`src/rtl/macc_pkg.sv`:
```
// macc_pkg: shared types and helpers for the partial-product accumulator.
//   macc_state_t : IDLE / ACCUM / DONE controller states
//   SHIFT_SEL_W  : width of the shift_sel port
//   macc_cnt_w() : width of a term counter that can hold 0..num_terms
package macc_pkg;

  typedef enum logic [1:0] {
    IDLE  = 2'd0,
    ACCUM = 2'd1,
    DONE  = 2'd2
  } macc_state_t;

  localparam int SHIFT_SEL_W = 2;

  // The counter must reach num_terms itself (it sits at that value in DONE).
  function automatic int macc_cnt_w(input int num_terms);
    return (num_terms < 1) ? 1 : $clog2(num_terms + 1);
  endfunction

endpackage

```
`src/rtl/macc_shift_add.sv`:
```
// macc_shift_add: combinational shift-and-add stage of the accumulator.
//   acc       in  WIDTH        current accumulator value
//   pp_in     in  IN_WIDTH     partial product (zero-extended)
//   shift_sel in  SHIFT_SEL_W  left shift = shift_sel*SHIFT_STEP
//   sum       out WIDTH        next accumulator value (wrapped or saturated)
//   ovf       out 1            addend lost nonzero bits or the add carried out
// SATURATE=1 replaces an overflowing sum with all-ones.
module macc_shift_add
  import macc_pkg::*;
#(
  parameter int WIDTH      = 16,
  parameter int IN_WIDTH   = 8,
  parameter int SHIFT_STEP = 4,
  parameter bit SATURATE   = 1'b0
) (
  input  logic [WIDTH-1:0]       acc,
  input  logic [IN_WIDTH-1:0]    pp_in,
  input  logic [SHIFT_SEL_W-1:0] shift_sel,
  output logic [WIDTH-1:0]       sum,
  output logic                   ovf
);

  localparam int NUM_SH = 1 << SHIFT_SEL_W;
  localparam int MAX_SH = (NUM_SH - 1) * SHIFT_STEP;
  // Wide enough to hold the largest shifted product with no loss, and always
  // at least one bit above WIDTH so the truncation slice is never empty.
  localparam int EXT_W  = (((IN_WIDTH + MAX_SH) > WIDTH) ? (IN_WIDTH + MAX_SH) : WIDTH) + 1;

  logic [EXT_W-1:0] pp_ext;
  logic [EXT_W-1:0] sh_opt [NUM_SH];
  logic [EXT_W-1:0] shifted;
  logic             trunc;
  logic [WIDTH:0]   sum_full;

  assign pp_ext = EXT_W'(pp_in);

  // Constant shifts per select value; the mux below picks one.
  generate
    for (genvar gi = 0; gi < NUM_SH; gi++) begin : g_shift
      assign sh_opt[gi] = pp_ext << (gi * SHIFT_STEP);
    end
  endgenerate

  assign shifted  = sh_opt[shift_sel];
  assign trunc    = |shifted[EXT_W-1:WIDTH];
  assign sum_full = {1'b0, acc} + {1'b0, shifted[WIDTH-1:0]};
  assign ovf      = trunc | sum_full[WIDTH];

  generate
    if (SATURATE) begin : g_sat
      assign sum = ovf ? {WIDTH{1'b1}} : sum_full[WIDTH-1:0];
    end else begin : g_wrap
      assign sum = sum_full[WIDTH-1:0];
    end
  endgenerate

endmodule

```
`src/rtl/macc_accum_reg.sv`:
```
// macc_accum_reg: accumulates NUM_TERMS shifted partial products into a
// WIDTH-bit result register under an IDLE/ACCUM/DONE handshake.
//   clk        in  rising-edge clock
//   sclr       in  synchronous clear, wins over clk_ena
//   clk_ena    in  clock enable; 0 freezes all state
//   start      in  begin an operation (IDLE, or DONE together with done_ack)
//   pp_in      in  partial product
//   shift_sel  in  left shift = shift_sel*SHIFT_STEP
//   pp_valid   in  pp_in/shift_sel valid (used only in ACCUM)
//   done_ack   in  consumer takes the result (used only in DONE)
//   acc_out    out registered accumulator
//   busy       out state is ACCUM
//   done_valid out state is DONE
//   ovf        out sticky overflow for the current operation
// Build option: define MACC_SATURATE_EN to saturate at all-ones on overflow
// instead of wrapping modulo 2^WIDTH.
module macc_accum_reg
  import macc_pkg::*;
#(
  parameter int WIDTH      = 16,
  parameter int IN_WIDTH   = 8,
  parameter int SHIFT_STEP = 4,
  parameter int NUM_TERMS  = 4
) (
  input  logic                   clk,
  input  logic                   sclr,
  input  logic                   clk_ena,
  input  logic                   start,
  input  logic [IN_WIDTH-1:0]    pp_in,
  input  logic [SHIFT_SEL_W-1:0] shift_sel,
  input  logic                   pp_valid,
  input  logic                   done_ack,
  output logic [WIDTH-1:0]       acc_out,
  output logic                   busy,
  output logic                   done_valid,
  output logic                   ovf
);

  localparam int               CNT_W    = macc_cnt_w(NUM_TERMS);
  localparam logic [CNT_W-1:0] LAST_CNT = CNT_W'(NUM_TERMS - 1);

`ifdef MACC_SATURATE_EN
  localparam bit SAT_EN = 1'b1;
`else
  localparam bit SAT_EN = 1'b0;
`endif

  macc_state_t      state_reg, state_next;
  logic [WIDTH-1:0] acc_reg,   acc_next;
  logic             ovf_reg,   ovf_next;
  logic [CNT_W-1:0] cnt_reg,   cnt_next;

  logic [WIDTH-1:0] add_sum;
  logic             add_ovf;

  macc_shift_add #(
    .WIDTH      (WIDTH),
    .IN_WIDTH   (IN_WIDTH),
    .SHIFT_STEP (SHIFT_STEP),
    .SATURATE   (SAT_EN)
  ) u_shift_add (
    .acc       (acc_reg),
    .pp_in     (pp_in),
    .shift_sel (shift_sel),
    .sum       (add_sum),
    .ovf       (add_ovf)
  );

  always_ff @(posedge clk) begin
    if (sclr) begin
      state_reg <= IDLE;
      acc_reg   <= '0;
      ovf_reg   <= 1'b0;
      cnt_reg   <= '0;
    end else if (clk_ena) begin
      state_reg <= state_next;
      acc_reg   <= acc_next;
      ovf_reg   <= ovf_next;
      cnt_reg   <= cnt_next;
    end
  end

  always_comb begin
    state_next = state_reg;
    acc_next   = acc_reg;
    ovf_next   = ovf_reg;
    cnt_next   = cnt_reg;
    case (state_reg)
      IDLE: begin
        if (start) begin
          state_next = ACCUM;
          acc_next   = '0;
          ovf_next   = 1'b0;
          cnt_next   = '0;
        end
      end
      ACCUM: begin
        if (pp_valid) begin
          acc_next = add_sum;
          ovf_next = ovf_reg | add_ovf;
          cnt_next = cnt_reg + 1'b1;
          if (cnt_reg == LAST_CNT) begin
            state_next = DONE;
          end
        end
      end
      DONE: begin
        if (done_ack) begin
          if (start) begin
            // Back-to-back: skip IDLE so the next operation loses no cycle.
            state_next = ACCUM;
            acc_next   = '0;
            ovf_next   = 1'b0;
            cnt_next   = '0;
          end else begin
            state_next = IDLE;
          end
        end
      end
      default: begin
        state_next = IDLE;
      end
    endcase
  end

  assign acc_out    = acc_reg;
  assign busy       = (state_reg == ACCUM);
  assign done_valid = (state_reg == DONE);
  assign ovf        = ovf_reg;

endmodule

```
`config.mk`:
```
export PLATFORM = sky130hd
export DESIGN_NAME = macc_accum_reg
export DESIGN_NICKNAME = d
export VERILOG_FILES = /design/src/rtl/macc_pkg.sv /design/src/rtl/macc_shift_add.sv /design/src/rtl/macc_accum_reg.sv
export SDC_FILE = /design/constraint.sdc
export NUM_CORES = 1
export LEC_CHECK = 0
export ABC_AREA = 1
export BUFFER_PORTS_ARGS = -buffer_cell sky130_fd_sc_hd__buf_4
export CAP_MARGIN = 15
export CORE_MARGIN = 3
export CORE_UTILIZATION = 49
export DETAILED_ROUTE_END_ITERATION = 16
export PLACE_DENSITY = 0.71
export SLEW_MARGIN = 5
export SYNTH_ARGS = -nofsm -noshare
export SYNTH_HDL_FRONTEND = slang
export SYNTH_SLANG_ARGS = --single-unit
```
`constraint.sdc`:
```
create_clock -name clk -period 3.55 [get_ports clk]
set_input_delay 0.8875 -clock clk [delete_from_list [all_inputs] [get_ports clk]]
set_output_delay 0.8875 -clock clk [all_outputs]
set_load 0.02 [all_outputs]
```
==> results by stage, run 1 <==
Logic synthesis:
- The post-synthesis instance total is between 300 and 400.
- In this run the biggest area consumer among cell types represents 21.50% of the synthesized area.
- After synthesis the cells add up to just over 2000 um^2.
- The leading area contributor after synthesis is sky130_fd_sc_hd__dfxtp_1.
- The synthesized area divided by synthesized cell count is roughly 6 um^2.
- The synthesized design contains 0 enable-type register cells.
- Counting every net in the synthesized netlist gives between 300 and 400.
- After synthesis the netlist holds a flip-flop and latch count of 22.
- By area the synthesized netlist is led by sky130_fd_sc_hd__dfxtp_1 22%, sky130_fd_sc_hd__nand2_1 21%, sky130_fd_sc_hd__ha_1 11%, sky130_fd_sc_hd__inv_1 8.6%, sky130_fd_sc_hd__a21oi_1 6.4%.
- The proportion of synthesized flip-flops having asynchronous set or reset is 0%.
- During synthesis, Yosys emitted a total of 0 warnings.
- The main flop type after synthesis is sky130_fd_sc_hd__dfxtp_1.
- After synthesis, the netlist uses 33 different library cells.
- After synthesis, flip-flops and latches occupy between 20 and 25% of the total area.

Power:
- Power comes to 582.4 uW.
- The maximum resistive drop on vdd is approximately 160 uV.
- The analysis attributes to cell leakage a power of about 1.3 nW.
- The power density of the placed cells is 247.1 nW/um^2.

CTS:
- The insertion delay to the later sink of the worst-skew pair is about 0.27 ns.
- TritonCTS built the clock tree.
- Buffers added to address setup during post-CTS repair amount to 0.
- The maximum buffer depth of the clock tree is 2.
- The clock slew at the register clock pins of the worst setup and hold paths is roughly 0.08 ns.
- The total clock buffers created by CTS is 3.
- Buffers inserted to repair hold after CTS numbered 0.
- The level count of the clock H-tree is 1.
- The clock sink total is 22.
- The clock root buffer is sky130_fd_sc_hd__clkbuf_8.
- Once the clock tree was built, the resizer swapped 0 gates to a different size.

Placed design:
- The congestion estimate from routability-driven global placement came to 0.9486.
- The wire-length estimate of the detail-placed layout is around 4000 um.
- Before CTS, the worst setup slack after placement is just over 0.8 ns.
- The number of buffer cells added on primary ports is 34.

Final layout:
- The area growth from synthesis to layout is 15.09%.
- The number of nets in the final layout is 400.
- Once layout is complete, the utilization of the core stands at about three fifths.
- The post-route netlist has approximately 17% of its cells at a drive strength greater than 1.
- The antenna cell count is 0.
- The register with the most flip-flops in the layout has 16 of them.

Die:
- The die is 70.66 um tall.
- Once the floorplan was initialized, standard cells occupied roughly 53% of the core.
- After floorplanning, the core was divided into 22 placement rows.
- The die area is ~5000 um^2.
- In this run the count of I/O pins placed on the die edge is 35.
- In this run the horizontal extent of the chip is roughly 71 um.
- The core box area is roughly 3900 um^2.

Routing:
- The final wirelength is about 4900 um.
- The count of nets left with antenna violations after detail routing is 0.
- In this run, the number of DRC markers left after iteration 0 of detailed routing was 98.
- The number of vias per cell is between 5 and 6.
- The per-cell routed wire length is approximately 12 um.
- For this block, the via count after detailed routing is 2,088.
- The number of iterations in the first detailed-routing pass is 4.
- For this run, design rule violations remaining after detail routing come to 0.

Critical path:
- The required time at the endpoint of the critical path is around 3.8 ns.
- The endpoint of the lowest-slack register-to-register path is acc_out[8].
- The most critical setup path has its endpoint at acc_out[13].
- STA puts the critical path data arrival time at around 2.7 ns.
- The source of the critical timing path is shift_sel[1].
- STA classifies the critical path endpoint as a flop.
- The worst register-to-register path begins at acc_out[0].
- The class of the most critical setup path is in -> reg.
- The worst reg-to-reg setup slack is around 1.7 ns.
- The kind of start point of the critical path is a primary input.
- In this run the worst path has a maximum fanout of 14.
- The path depth of the worst reg2reg path is 10.

Global route:
- Entering global routing, the biggest net connects 20 pins.
- The via count of the first global-routing pass came to ~1,900.
- The initial antenna violation count came to 0.
- In the global route stage, overall resource usage came out at about a fifth.
- The first global-routing pass estimated slightly above 8000 um of wire.
- The overflow left after global routing is 0.

Timing:
- Setup repair after global routing left no endpoint under its margin.
- The worst slew margin relative to its limit is about four fifths.
- The final worst-path setup slack is between 1 and 1.5 ns.
- The sum of negative setup slack is 0 ns.
- Dividing the final minimum period by the clock period gives 69.16%.
- Setup violations remaining at the end of the flow were counted as 0.
- The count of pins over their slew limit is 0.
- The pin slew with the least headroom to its limit is 0.2940 ns.
- The highest achievable clock rate is 407.3 MHz.
- Hold is met by between 0.4 and 0.5 ns.
- Clock skew on the completed layout was measured at between 0.005 and 0.006 ns.
- The final-report hold violation count is 0.
- The minimum clock period after layout is 2.455 ns.

Hold path:
- The worst hold path belongs to the class reg -> reg.

Flow run:
- The tool flagged a number of max-cap violations equal to 0.

Run status:
- The run finished with clean final reports.
layer usage:
metal / track usage, % / wire [um]
met5: 0 / 0
met3: 2.699 / 271
met2: 32.12 / 2095
met1: 28.23 / 2443
met4: 6.054 / 101
worst max-delay path, stage by stage:
cell and delay [ns]:
sky130_fd_sc_hd__buf_4 0.16, sky130_fd_sc_hd__inv_1 0.22, sky130_fd_sc_hd__nand3_1 0.10, sky130_fd_sc_hd__o21ai_0 0.12, sky130_fd_sc_hd__ha_1 0.34, sky130_fd_sc_hd__nand2_1 0.18
sky130_fd_sc_hd__inv_1 0.05, sky130_fd_sc_hd__nand2_1 0.06, sky130_fd_sc_hd__nand2_1 0.05, sky130_fd_sc_hd__a21oi_1 0.17, sky130_fd_sc_hd__nand2_1 0.07, sky130_fd_sc_hd__nand2_1 0.07
sky130_fd_sc_hd__nand3_2 0.06, sky130_fd_sc_hd__a21oi_2 0.11
cell families (layout without fill, tap and decap cells):
kind of cell / Yosys count / after routing / share of synthesized area [%]
AO/OA/AOI/OAI: 48 / 48 / 13.26
multiplexers: 3 / 3 / 1.466
flip-flops: 22 / 22 / 21.50
AND/OR/NAND/NOR: 182 / 182 / 39.16
adder cells (fa/ha/maj): 19 / 19 / 11.97
buffers and inverters: 55 / 86 / 11.36
XOR/XNOR: 3 / 3 / 1.283
cell usage after synthesis (2+ instances only):
cell / instances
sky130_fd_sc_hd__nor3_1: 4
sky130_fd_sc_hd__xor2_1: 2
sky130_fd_sc_hd__inv_1: 47
sky130_fd_sc_hd__nand3_2: 5
sky130_fd_sc_hd__o21ai_0: 12
sky130_fd_sc_hd__a21oi_2: 8
sky130_fd_sc_hd__nor2_2: 2
sky130_fd_sc_hd__nor2_1: 25
sky130_fd_sc_hd__nand3b_1: 4
sky130_fd_sc_hd__and2_1: 3
sky130_fd_sc_hd__nand2_4: 2
sky130_fd_sc_hd__nand2_1: 115
sky130_fd_sc_hd__nand3_1: 16
sky130_fd_sc_hd__nand2_2: 2
sky130_fd_sc_hd__clkbuf_1: 2
sky130_fd_sc_hd__mux2i_1: 3
sky130_fd_sc_hd__dfxtp_1: 22
sky130_fd_sc_hd__a21oi_1: 26
sky130_fd_sc_hd__ha_1: 18
cells in the final DEF, fill, tap and decap left out, drive strengths merged:
master and n:
nand2 119, inv 48, buf 34, a21oi 34, nor2 28, dfxtp 22, nand3 21, ha 18
o21ai 13, nor3 4, nand3b 4, mux2i 3, and2 3, clkbuf 3, xor2 2, or2 2
clkinv 1, xnor2 1, o22ai 1, nand4 1, fa 1
layout make-up:
class | instances | area (um^2)
Fill cell | 387 | 1496
Multi-Input combinational cell | 255 | 1375
Sequential cell | 22 | 440.4
Tap cell | 48 | 60.06
Clock buffer | 3 | 41.29
Timing Repair Buffer | 34 | 255.2
Inverter | 49 | 185.2
power by group:
group	switching [mW]	internal (mW)	leakage, nW	total [mW]
Clock	0.0861	0.0760	0.0216	0.162
Sequential	0.00672	0.255	0.178	0.262
Combinational	0.101	0.0575	1.07	0.159
through the flow:
step,area (um^2),instances
after global placement,2316,408
after detailed placement,2316,408
final,2357,411
after CTS,2357,411
after global routing,2357,411
after floorplan,2048,332
worst min-delay path by stage:
stage                     startpoint          to  cells after the start
after floorplan           cnt_reg[1]  cnt_reg[1]                      2
after global placement           ovf         ovf                      2
after detailed placement         ovf         ovf                      2
after CTS                        ovf         ovf                      2
after global routing             ovf         ovf                      2
final                            ovf         ovf                      2
(Power assumes the default switching activity.)
==> inputs of run 2 (changes only) <==
clock period = 2.55 ns   (was 3.55 ns; I/O delays follow)
==> run 2 against run 1 <==
Against the previous run:
- wire length grew 1.8%
- critical path type unchanged
- count of clock-buffer cells in the layout is the same
- flip-flop and latch count is the same
- global-route usage grew 0.35 points
- via count shrank 0.43%
- clock skew grew 0.00050 ns
- critical path depth shrank 1
- die area is the same
==> results by stage, run 2 (synthesized netlist as in run 1, its figures left out) <==
Final layout:
- The library cells used most frequently in the layout, excluding fill and tap cells, are 115 x sky130_fd_sc_hd__nand2_1, 47 x sky130_fd_sc_hd__inv_1, 34 x sky130_fd_sc_hd__buf_4.
- The synthesis-to-layout area growth was 15.09% (unchanged).
- The antenna cell count came to 0 (unchanged).
- The ratio of cells with drive above 1 in the final layout is 16.53% (unchanged).
- The most frequent standard cell in the layout excluding fill and tap cells is sky130_fd_sc_hd__nand2_1.
- The final design instance area without fill is 2357 um^2 (unchanged).
- The number of flip-flops under the largest register name came to 16 (unchanged).
- The number of nets in the final layout came to 400 (unchanged).

Timing:
- Setup repair after global routing left no endpoint under its margin.
- The pin slew with the least headroom to its limit is 0.3636 ns (+0.06958 ns).
- The highest achievable clock rate is between 400 and 500 MHz.
- The setup skew after layout is 0.005945 ns (+0.0005007 ns).
- The final worst-path setup slack came to 0.3443 ns (-0.7505 ns).
- The minimum clock period after layout is between 2 and 2.5 ns.
- The worst slew margin relative to its limit is 75.50% (-4.3 points).
- Of the available clock period, the critical path in the final layout requires 86.50%.
- The final-report hold violation count is 0 (unchanged).
- The count of pins over their slew limit is 0 (unchanged).
- The final-layout worst hold slack is 0.4726 ns (+0.01554 ns).
- The sum of negative setup slack was 0 ns (unchanged).
- The final-report setup violation count came to 0 (unchanged).

Routing:
- The via count was 2,079 (-0.43%).
- The per-cell routed wire length came to 12.17 um (+1.8%).
- The met1 wire length came to 2519 um (+3.1%).
- The number of vias per cell is 5.058 (-0.43%).
- The met3 routed wirelength is 292 um (+7.7%).
- In this run the top signal layer used is met4.
- The final wirelength is 5000 um (+1.8%).
- The count of nets left with antenna violations after detail routing is 0 (unchanged).
- The number of iterations in the first detailed-routing pass is 4 (unchanged).
- The DRC violation count after routing was 0 (unchanged).
- The detailed route wirelength on metal2 is 2093 um (about the same).
- The initial DRC count is 133 (+36%).

Power:
- The maximum resistive drop on vdd was 201.6 uV (+28%).
- The power density of the placed cells is 346.5 nW/um^2 (+40%).
- The static leakage power is 1.272 nW (unchanged).

Placed design:
- The total placed instance area came to 2316 um^2 (unchanged).
- The post-place setup slack is 0.06471 ns (-0.7572 ns).
- The placed wire-length estimate is 3951 um (about the same).
- The global placer's final weighted congestion is 0.9487 (about the same).
- The number of buffer cells added on primary ports is 34 (unchanged).

Global route:
- The initial antenna violation count is 0 (unchanged).
- The overflow left after global routing is 0 (unchanged).
- The via count of the first global-routing pass is 1,866 (+0.54%).
- The global-route usage over all layers is 20.46% (+0.35 points).
- The maximum number of pins on one net before global-route repair is 20 (unchanged).
- The global-route wire length before repair is 8342 um (+0.92%).

Run status:
- The flow ran to the end, and the final reports show no timing, DRC or antenna violations.

Die:
- The core box area was 3854 um^2 (unchanged).
- The number of rows in the core area is 22 (unchanged).
- The effective utilization at floorplan is 53.15% (unchanged).
- The vertical extent of the die was 70.66 um (unchanged).
- The overall die width is 70.66 um (unchanged).
- The die area is 4992 um^2 (unchanged).
- The count of boundary I/O pins is 35 (unchanged).

Critical path:
- The path depth of the worst reg2reg path is 10 (unchanged).
- The required time at the endpoint of the critical path is 2.76 ns (-1.00 ns).
- The highest net fanout along the worst path is 12 (-2).
- The maximum single-stage delay on the critical path is 0.35 ns (about the same).
- By startpoint and endpoint, the worst setup path is classified as in -> reg.
- The number of buffers and inverters on the critical path was 2 (-1).
- The cell count along the critical path came to 13 (-1).
- The dominant delay contributor by cell family on the critical path is compound AO/OA/AOI/OAI gates.
- The category of the worst setup path capture point is a flop.
- STA classifies the critical path startpoint as a primary input.
- The cell repeated most along the worst path is sky130_fd_sc_hd__nand2_1.
- The signal arrival time at the worst endpoint is 2.42 ns (-0.24 ns).
- The slowest stage cell on the critical path is sky130_fd_sc_hd__ha_1.
- Walking the worst path, the cells encountered are buf_4 > o21ai_0 > nor2_1 > ha_1 > nand2_1 > inv_1 > nand2_1 > nand2_1 > a21oi_1 > nand2_1 > nand2_1 > nand3_2 > a21oi_2.

CTS:
- The level count of the clock H-tree was 1 (unchanged).
- The clock slew at the register clock pins of the worst setup and hold paths came to 0.09 ns (about the same).
- The tree is rooted in a sky130_fd_sc_hd__clkbuf_8.
- The setup fix buffers added after clock tree synthesis is 0 (unchanged).
- The insertion delay to the later sink of the worst-skew pair came to 0.27 ns (about the same).
- The total clock buffers created by CTS is 3 (unchanged).
- The maximum buffer depth of the clock tree is 2 (unchanged).
- The clock sink total is 22 (unchanged).
- The CTS tree is built.
- The count of hold buffers inserted by post-cts repair came to 0 (unchanged).
- The number of gates resized after CTS is 0 (unchanged).

Flow run:
- The number of max-cap violations came to 0 (unchanged).

Hold path:
- The worst hold path depth came to 2 (unchanged).
- The kind of path behind the tightest hold check is reg -> reg.
-- run 2: cell counts in the layout (fill, tap and decap cells not counted) --
No cell type changed its count.
-- run 2: report_power, final --
part,internal [mW],leakage (nW),switching (mW)
Sequential,0.355,0.178,0.00948
Combinational,0.0801,1.07,0.141
Clock,0.106,0.0216,0.125
-- run 2: per-layer routing --
metal	vias up	track usage, %
li1	1110	-
met1	910	28.89
met2	52	31.81
met3	7	3.125
met4	0	6.889
met5	-	0
-- run 2: through the flow --
stage          util (%)  power [mW]  cells
2_1_floorplan         -      0.5307    332
3_3_place_gp      60.10      0.5918    408
3_5_place_dp      60.10      0.5932    408
4_1_cts           61.17      0.8205    411
5_1_grt           61.17      0.8607    411
6_report          61.17      0.8168    411
-- run 2: area by class of cell --
| cell class | count | area (um^2) |
|---|---|---|
| Fill cell | 391 | 1496 |
| Multi-Input combinational cell | 255 | 1375 |
| Sequential cell | 22 | 440.4 |
| Timing Repair Buffer | 34 | 255.2 |
| Inverter | 49 | 185.2 |
| Tap cell | 48 | 60.06 |
| Clock buffer | 3 | 41.29 |
-- run 2: worst reg2reg max path, delay by kind of cell (launching register included) --
| kind | cells | cell delay (ns) |
|---|---|---|
| adders and majority gates | 2 | 0.62 |
| and+or+nand+nor | 5 | 0.51 |
| AOI/OAI and AO/OA | 3 | 0.35 |
| DFF | 1 | 0.33 |
-- run 2: worst paths after layout --
check,start,end,slack [ns]
worst max-delay path,shift_sel[0],acc_out[13],0.34
worst min-delay path,ovf,ovf,0.47
worst max register to register,acc_out[0],acc_out[8],0.68
worst min register to register,ovf,ovf,0.47
==> inputs of run 3 (changes only) <==
CORE_UTILIZATION = 40   (was 49)
PLACE_DENSITY = default   (was 0.71)
==> run 3 against run 2 <==
Against the previous run:
- sequential power barely moved
- cell count grew 4.9%
- critical path depth stayed put
- critical path type unchanged
- highest routed layer unchanged
- die area increased by 20%
- global-route usage shrank 2.7 points
==> results by stage, run 3 (synthesized netlist as in run 1, its figures left out) <==
Final layout:
- The ratio of cells with drive above 1 in the final layout is 16.76% (+0.23 points).
- The synthesis-to-layout area growth is 17.72%.
- Leaving out fill and tap cells, the most frequent cell in the layout is sky130_fd_sc_hd__nand2_1.
- In the layout the commonest cells are 115 x sky130_fd_sc_hd__nand2_1, 47 x sky130_fd_sc_hd__inv_1, 34 x sky130_fd_sc_hd__buf_4.
- The area taken by flip-flops and latches is 440.4 um^2 (unchanged).
- The final-layout fill cell count is 522 (+34%).
- The number of flip-flops under the largest register name is 16 (unchanged).
- The antenna cell count is 0 (unchanged).
- The count of placed standard cells in the final layout, fillers left out was 431 (+4.9%).
- The number of nets in the final layout is 400 (unchanged).
- The multi-input combinational cell area is 1375 um^2 (unchanged).

Timing:
- The share of the clock period used by the worst path came to 86.20% (-0.30 points).
- The highest achievable clock rate is 455.0 MHz (+0.35%).
- The pin slew with the least headroom to its limit is 0.3214 ns (-0.04220 ns).
- The setup skew after layout is 0.009984 ns (+0.004039 ns).
- The worst slew margin relative to its limit came to 78.35% (+2.8 points).
- The final-layout worst hold slack is 0.4505 ns (-0.02212 ns).
- The sum of negative setup slack is 0 ns (unchanged).
- The final worst-path setup slack was 0.3520 ns (+0.007748 ns).
- The count of pins over their slew limit is 0 (unchanged).
- The minimum clock period after layout is 2.198 ns (-0.007748 ns).
- The final-report setup violation count is 0 (unchanged).
- The final-report hold violation count came to 0 (unchanged).
- Setup repair after global routing left no endpoint under its margin.

Routing:
- The initial DRC count was 102 (-23%).
- The number of vias per cell is 4.847 (-4.2%).
- The via count is 2,089 (+0.48%).
- The count of nets left with antenna violations after detail routing is 0 (unchanged).
- The per-cell routed wire length is 12.09 um (-0.60%).
- The DRC violation count after routing is 0 (unchanged).
- The final wirelength is 5212 um (+4.2%).
- The number of iterations in the first detailed-routing pass was 4 (unchanged).

Global route:
- The routing usage on met1 is 24.21% (-4.7 points).
- The global-route usage over all layers is 17.72% (-2.7 points).
- The maximum number of pins on one net before global-route repair came to 20 (unchanged).
- The met2 track demand over resource in global routing was 28.41% (-3.4 points).
- The via count of the first global-routing pass is 1,949 (+4.4%).
- The layer flagged by global routing as most heavily used is met2.
- The met3 routing resource usage after global routing was 3.364% (+0.24 points).
- The initial antenna violation count is 0 (unchanged).
- The global-route wire length before repair is 8707 um (+4.4%).
- The overflow left after global routing is 0 (unchanged).

Power:
- The power density of the placed cells is 386.3 nW/um^2 (+11%).
- The switching portion of total power is 30.72% (-3.0 points).
- The combinational fraction of design power is 23.9% (-3.2 points).
- The portion of total power attributed to the clock network is 36.9% (+8.6 points).
- The fraction of power consumed by sequential logic came to 39.2% (-5.4 points).
- The maximum resistive drop on vdd is 205.3 uV (+1.9%).
- The static leakage power is 1.286 nW (+1.1%).
- The total chip power is 931.4 uW (+14%).
- The cell internal power dissipation was 645.3 uW (+19%).
- The total net switching power was 286.1 uW (+3.8%).

Run status:
- The run finished with clean final reports.

Critical path:
- The required time at the endpoint of the critical path was 2.72 ns (-0.04 ns).
- The signal arrival time at the worst endpoint is 2.37 ns (-0.05 ns).
- The class of the most critical setup path is in -> reg.
- The worst setup path is launched from a primary input.
- STA classifies the critical path endpoint as a flop.
- The highest net fanout along the worst path is 12 (unchanged).

CTS:
- The setup fix buffers added after clock tree synthesis is 0 (unchanged).
- The clock root buffer is sky130_fd_sc_hd__clkbuf_8.
- The clock slew at the register clock pins of the worst setup and hold paths is 0.09 ns (about the same).
- The insertion delay to the later sink of the worst-skew pair was 0.28 ns (about the same).
- The clock sink total is 22 (unchanged).
- The total clock buffers created by CTS is 3 (unchanged).
- The level count of the clock H-tree is 1 (unchanged).
- The number of gates resized after CTS is 0 (unchanged).
- The maximum buffer depth of the clock tree is 2 (unchanged).
- The CTS tree is built.
- The count of hold buffers inserted by post-cts repair was 0 (unchanged).

Placed design:
- The number of buffer cells added on primary ports was 34 (unchanged).
- The placed wire-length estimate is 4152 um (+5.1%).
- The placed instance count is 427 (+4.7%).
- The post-place setup slack is 0.05630 ns (-0.008405 ns).
- The global placer's final weighted congestion is 0.9284 (-2.1%).

Die:
- The overall die width came to 77.56 um (+9.8%).
- The number of rows in the core area is 25 (+14%).
- The core box area is 4848 um^2 (+26%).
- The count of boundary I/O pins came to 35 (unchanged).
- The effective utilization at floorplan is 42.25% (-11 points).
- The vertical extent of the die was 77.56 um (+9.8%).
- The die area was 6015 um^2 (+20%).

Flow run:
- The number of max-cap violations came to 0 (unchanged).

Hold path:
- The kind of path behind the tightest hold check is reg -> reg.
## run 3: power groups by stage
stage	Combinational (mW)	Sequential, mW	Clock [mW]
after floorplan	0.153	0.378	0
final	0.223	0.365	0.344
after CTS	0.224	0.366	0.352
after detailed placement	0.223	0.374	0
after global routing	0.251	0.368	0.366
after global placement	0.222	0.373	0
## run 3: path summary, 6_finish.rpt
check | startpoint | endpoint | slack [ns] | cells after the start
worst max-delay path | shift_sel[0] | ovf | 0.35 | 13
worst min-delay path | ovf | ovf | 0.45 | 2
worst max register to register | acc_out[0] | ovf | 0.67 | 11
worst min register to register | ovf | ovf | 0.45 | 2
## run 3: cell type report
cell class / instances / area share, %
Timing Repair Buffer: 34 / 10.59
Clock inverter: 1 / 1.245
Multi-Input combinational cell: 255 / 57.03
Clock buffer: 3 / 1.713
Tap cell: 67 / 3.477
Sequential cell: 22 / 18.27
Inverter: 49 / 7.680
## run 3: worst max-delay path, cell delays in order
cell,delay (ns)
sky130_fd_sc_hd__buf_4,0.16
sky130_fd_sc_hd__inv_1,0.13
sky130_fd_sc_hd__nand2_1,0.10
sky130_fd_sc_hd__o21ai_0,0.23
sky130_fd_sc_hd__ha_1,0.32
sky130_fd_sc_hd__nand2_1,0.15
sky130_fd_sc_hd__inv_1,0.07
sky130_fd_sc_hd__nand2_1,0.07
sky130_fd_sc_hd__nand3_1,0.06
sky130_fd_sc_hd__a21oi_1,0.16
sky130_fd_sc_hd__nand3_1,0.15
sky130_fd_sc_hd__nand2_1,0.09
sky130_fd_sc_hd__a21oi_1,0.05
## run 3: layer usage
metal / vias up / wire length [um]
met5: - / 0
met4: 0 / 70
met3: 6 / 248
met2: 44 / 2324
met1: 923 / 2568
li1: 1116 / -
## run 3: through the flow
stage | instance area [um^2] | utilization [%]
finish | 2411 | 49.73
global route | 2411 | 49.73
CTS | 2411 | 49.73
detailed placement | 2340 | 48.26
global placement | 2340 | 48.26
floorplan | 2048 | -
